## config.mk

```make
export PLATFORM = sky130hd
export DESIGN_NAME = serial_paralelo_phy
export DESIGN_NICKNAME = d
export VERILOG_FILES = /design/src/rtl/serial_paralelo_phy.sv
export SDC_FILE = /design/constraint.sdc
export NUM_CORES = 1
export LEC_CHECK = 0
export CORE_MARGIN = 1.5
export CORE_UTILIZATION = 53
export CTS_CLUSTER_DIAMETER = 200
export DETAILED_ROUTE_END_ITERATION = 8
export PLACE_DENSITY = 0.72
export SYNTH_ARGS = -nofsm -noshare
export SYNTH_HDL_FRONTEND = slang
export SYNTH_SLANG_ARGS = --single-unit
```

## constraint.sdc

```tcl
create_clock -name clk -period 1.8 [get_ports clk]
set_input_delay 0.36 -clock clk [delete_from_list [all_inputs] [get_ports clk]]
set_output_delay 0.36 -clock clk [all_outputs]
set_load 0.02 [all_outputs]
```

## src/rtl/serial_paralelo_phy.sv

```systemverilog
// rtl/serial_paralelo_phy.sv - serial symbol aligner: finds 0xBC comma, locks, extracts data bytes
module serial_paralelo_phy #(
    parameter int unsigned BC_LOCK = 4
) (
    input  logic       clk,
    input  logic       reset,
    input  logic       data_in,
    output logic [7:0] data_out,
    output logic       valid_out,
    output logic       sync_out,
    output logic       active_out
);

    typedef enum logic [1:0] {
        SEARCH = 2'd0,
        ALIGN  = 2'd1,
        LOCK   = 2'd2
    } state_e;

    localparam logic [7:0] SYM_BC    = 8'hBC;
    localparam logic [7:0] SYM_7C    = 8'h7C;
    localparam logic [3:0] BC_LOCK_C = 4'(BC_LOCK);

    state_e     state_q, state_d;
    logic [7:0] shift_q;
    logic [2:0] bit_cnt_q, bit_cnt_d;
    logic [3:0] bc_cnt_q, bc_cnt_d;
    logic [7:0] data_q, data_d;
    logic       valid_q, valid_d;
    logic       sync_q, sync_d;
    logic       active_q, active_d;

    logic [7:0] candidate;
    logic       boundary;

    assign candidate = {shift_q[6:0], data_in};
    assign boundary  = (bit_cnt_q == 3'd7);

    always_ff @(posedge clk or negedge reset) begin
        if (!reset) begin
            state_q   <= SEARCH;
            shift_q   <= 8'h00;
            bit_cnt_q <= 3'd0;
            bc_cnt_q  <= 4'd0;
            data_q    <= 8'h00;
            valid_q   <= 1'b0;
            sync_q    <= 1'b0;
            active_q  <= 1'b0;
        end else begin
            state_q   <= state_d;
            shift_q   <= candidate;
            bit_cnt_q <= bit_cnt_d;
            bc_cnt_q  <= bc_cnt_d;
            data_q    <= data_d;
            valid_q   <= valid_d;
            sync_q    <= sync_d;
            active_q  <= active_d;
        end
    end

    always_comb begin
        state_d   = state_q;
        bit_cnt_d = bit_cnt_q;
        bc_cnt_d  = bc_cnt_q;
        case (state_q)
            SEARCH: begin
                // Unaligned hunt: any bit position may start a comma
                bit_cnt_d = 3'd0;
                if (candidate == SYM_BC) begin
                    bc_cnt_d = 4'd1;
                    state_d  = ALIGN;
                end
            end
            ALIGN: begin
                bit_cnt_d = bit_cnt_q + 3'd1;
                if (boundary) begin
                    if (candidate == SYM_BC) begin
                        bc_cnt_d = (bc_cnt_q >= BC_LOCK_C) ? BC_LOCK_C : bc_cnt_q + 4'd1;
                        if (bc_cnt_d == BC_LOCK_C) begin
                            state_d = LOCK;
                        end
                    end else begin
                        bc_cnt_d  = 4'd0;
                        bit_cnt_d = 3'd0;
                        state_d   = SEARCH;
                    end
                end
            end
            LOCK: begin
                bit_cnt_d = bit_cnt_q + 3'd1;
            end
            default: begin
                state_d   = SEARCH;
                bit_cnt_d = 3'd0;
                bc_cnt_d  = 4'd0;
            end
        endcase
    end

    always_comb begin
        data_d   = data_q;
        valid_d  = 1'b0;
        active_d = active_q;
        sync_d   = (state_d == LOCK);
        if ((state_q == LOCK) && boundary) begin
            if (candidate == SYM_BC) begin
                active_d = 1'b0;
            end else if (candidate == SYM_7C) begin
                active_d = 1'b1;
            end else begin
                data_d  = candidate;
                valid_d = 1'b1;
            end
        end
        if (state_d != LOCK) begin
            active_d = 1'b0;
        end
    end

    assign data_out   = data_q;
    assign valid_out  = valid_q;
    assign sync_out   = sync_q;
    assign active_out = active_q;

endmodule

```

==> run_results.csv <==
group,metric,value,unit
cts,numCtsBuffers,3,
cts,postCtsHoldBufs,0,
cts,cts-root-buf,"clkbuf_4",
logic_synthesis,ys_async_sr_fraction,1.00,
logic_synthesis,syn-cell-area,1190,um^2
finish,final_util,0.716,
power,total_power,1.08,mW
detailed_routing,post-route-drc-count,0,
logic_synthesis,netlist_top_cells_area,"dfrtp_1, ha_1, mux2_2",
power,netSwitchingFraction,0.267,
logic_synthesis,synth_top_family_by_area,"simple AND/OR/NAND/NOR gates",
logic_synthesis,synthFlopType,"dfrtp_1",
logic_synthesis,synthSimpleGateAreaFrac,0.143,
timing,worst_slew_pin_slew,0.334,ns
critical_path,worstPathMaxFanout,3,
cts,htreeDepth,1,
logic_synthesis,synth_top_area_frac,0.567,
power,p_int,0.794,mW
die,start_util,0.583,
power,peakVddDrop,0.567,mV
timing,rsz0062_at_grt,"false",
critical_path,cp_slowest_cell,"clkdlybuf4s50_1",
power,p_comb_frac,0.171,
timing,max_freq,590,MHz
global_routing,overflow,0,
critical_path,path_cells,"clkdlybuf4s50_1",
cts,tritoncts,"yes",
cts,clock-sinks,27,
logic_synthesis,synth_edf_count,0,
logic_synthesis,synth_warnings,0,
timing,fin_crit_sh,0.942,
logic_synthesis,synth_seq_cells,27,
timing,fin_crit,1.70,ns
die,die-area,2540,um^2
critical_path,cp_data_arrival_time,1.34,ns
run_status,run_status,"complete, no violations",
timing,whs,0.399,ns
power,leakagePower,0.716,nW
finish,nets,130,
logic_synthesis,synthXorXnorAreaFrac,0.00735,
detailed_routing,routed_wl,2020,um
placement,io_buffers,13,
timing,clock_skew,0.00566,ns
global_routing,grt_pass1_vias,743,
cts,clk_latency,0.31,ns
critical_path,critPathLaunchType,"flop",
timing,finalHoldViolCount,0,
logic_synthesis,synth_commonest_cells,"dfrtp_1, inv_1, ha_1, nand2_1",
logic_synthesis,synth.most_common_cell,"dfrtp_1",
die,num_rows,16,
detailed_routing,drt_iter0_drc,16,
detailed_routing,firstDrtPassIters,4,
placement,dpl.hpwl,1500,um
detailed_routing,postRouteAntennaNets,0,
job,maxCapViolCount,0,
die,io_pins,14,
placement,place_congestion,0.824,
logic_synthesis,synth_adder_area_share,0.0735,
placement,dp_slack,-0.124,ns
timing,setup_ws,0.105,ns
logic_synthesis,muxShareOfSynthArea,0.0567,
die,die_w,50.4,um
logic_synthesis,synth_nets,102,
logic_synthesis,syn_avg_cell_area,12.9,um^2
cts,clk_pin_slew,0.13,ns
power,p_seq_frac,0.598,
global_routing,antenna_found_initial,0,
logic_synthesis,ys_types,27,
global_routing,grt_usage,0.171,
logic_synthesis,yosys.area.top_type,"dfrtp_1",
detailed_routing,num_vias,779,
logic_synthesis,syn_inst,92,
logic_synthesis,ys_seq_area_frac,0.567,
detailed_routing,avgViaCountPerCell,5.34,
worst_hold_path,hp-class,"in -> async",
die,die_h,50.4,um
critical_path,cp-end-kind,"output port",
global_routing,grt_pass1_wl,3270,um
finish,insertedDiodeCount,0,
critical_path,crit_buf_inv,1,
cts,ctsLongestPathBuffers,2,
finish,area_growth,22.8,%
die,design.core.area,2040,um^2
timing,relSlewSlack,0.777,
logic_synthesis,synth_compound_area_frac,0.127,
finish,drive_above_1_share,0.269,
detailed_routing,wl_met2,928,um
critical_path,required,1.44,ns
timing,slew_violations,0,
timing,setup_viol,0,
global_routing,grt_max_degree,28,
detailed_routing,wl_met3,67,um
power,switching_power,0.290,mW
detailed_routing,routedWlPerCell,13.8,um
detailed_routing,top_layer,"met3",
critical_path,path_class,"reg -> out",
critical_path,critPathTopFamily,"buffers and inverters",
power,clkPwrFrac,0.230,
critical_path,cp_slowest_stage_delay,0.62,ns
detailed_routing,wl_met1,1030,um
power,powerDensity,741,nW/um^2
metal layers:
metal  up-vias  track usage
met5         -            0
met4         0       0.0405
met3         0       0.0357
met2        16        0.272
met1       388        0.242
li1        375            -
timing repair:
action	in CTS	in global routing
setup endpoints to repair	0	5
buffers inserted	0	1
gates resized for setup	0	2
registers in the layout, summed over array words and instances (netlist names):
name / flops
bit_cnt_q: 3
valid_out: 1
data_out: 8
sync_out: 1
bc_cnt_q: 4
state_q: 2
active_out: 1
shift_q: 7
layout by cell type, fill, tap and decap left out, types with 2 or more instances in the layout:
| cell type | n |
|---|---|
| a21oi_1 | 5 |
| and2_1 | 2 |
| nand3_2 | 2 |
| buf_4 | 10 |
| dfrtp_1 | 27 |
| and3_2 | 2 |
| ha_1 | 6 |
| nor2_1 | 5 |
| clkdlybuf4s50_1 | 13 |
| nand2_1 | 7 |
| inv_1 | 8 |
| o21ai_0 | 2 |
| o22a_1 | 3 |
| mux2_2 | 6 |
| clkbuf_4 | 3 |
| a21oi_2 | 2 |
power by group through the flow:
stage | registers [mW] | logic, mW | clock network [mW]
after floorplan | 0.658 | 0.108 | 0
after global placement | 0.661 | 0.172 | 0
after detailed placement | 0.662 | 0.174 | 0
after CTS | 0.651 | 0.175 | 0.262
after global routing | 0.651 | 0.204 | 0.275
final | 0.649 | 0.186 | 0.250
path summary, 6_finish.rpt:
kind / from / endpoint / slack, ns / cells after the start
hold / removal: reset / shift_q[0] / 0.40 / 2
hold reg to reg: shift_q[3] / shift_q[4] / 0.41 / 0
min in group clk: shift_q[3] / shift_q[4] / 0.41 / 0
setup reg to reg: state_q[1] / active_out / 0.11 / 6
setup / recovery: active_out / active_out / 0.10 / 1
max in group asynchronous: reset / active_out / 1.15 / 2
metrics by stage:
| stage | TNS, ns | cell area [um^2] | instances |
|---|---|---|---|
| after floorplan | 0 | 1190 | 92 |
| after global placement | -0.711 | 1420 | 141 |
| after detailed placement | -0.972 | 1420 | 141 |
| after CTS | 0 | 1450 | 145 |
| after global routing | 0 | 1460 | 146 |
| final | 0 | 1460 | 146 |
logic make-up after synthesis:
family | Yosys count
and+or+nand+nor | 24
muxes | 6
xor gates and xnor gates | 1
AOI/OAI and AO/OA | 19
DFF | 27
adders and majority gates | 7
buffers and inverters | 8
area by class of cell:
class / instances / area (um^2)
fill: 158 / 579
tap: 27 / 33.8
multi-input combinational: 57 / 492
timing repair buffer: 23 / 205
sequential: 27 / 676
clock buffer: 4 / 26.3
inverter: 8 / 30.0
(Power assumes the default switching activity.)
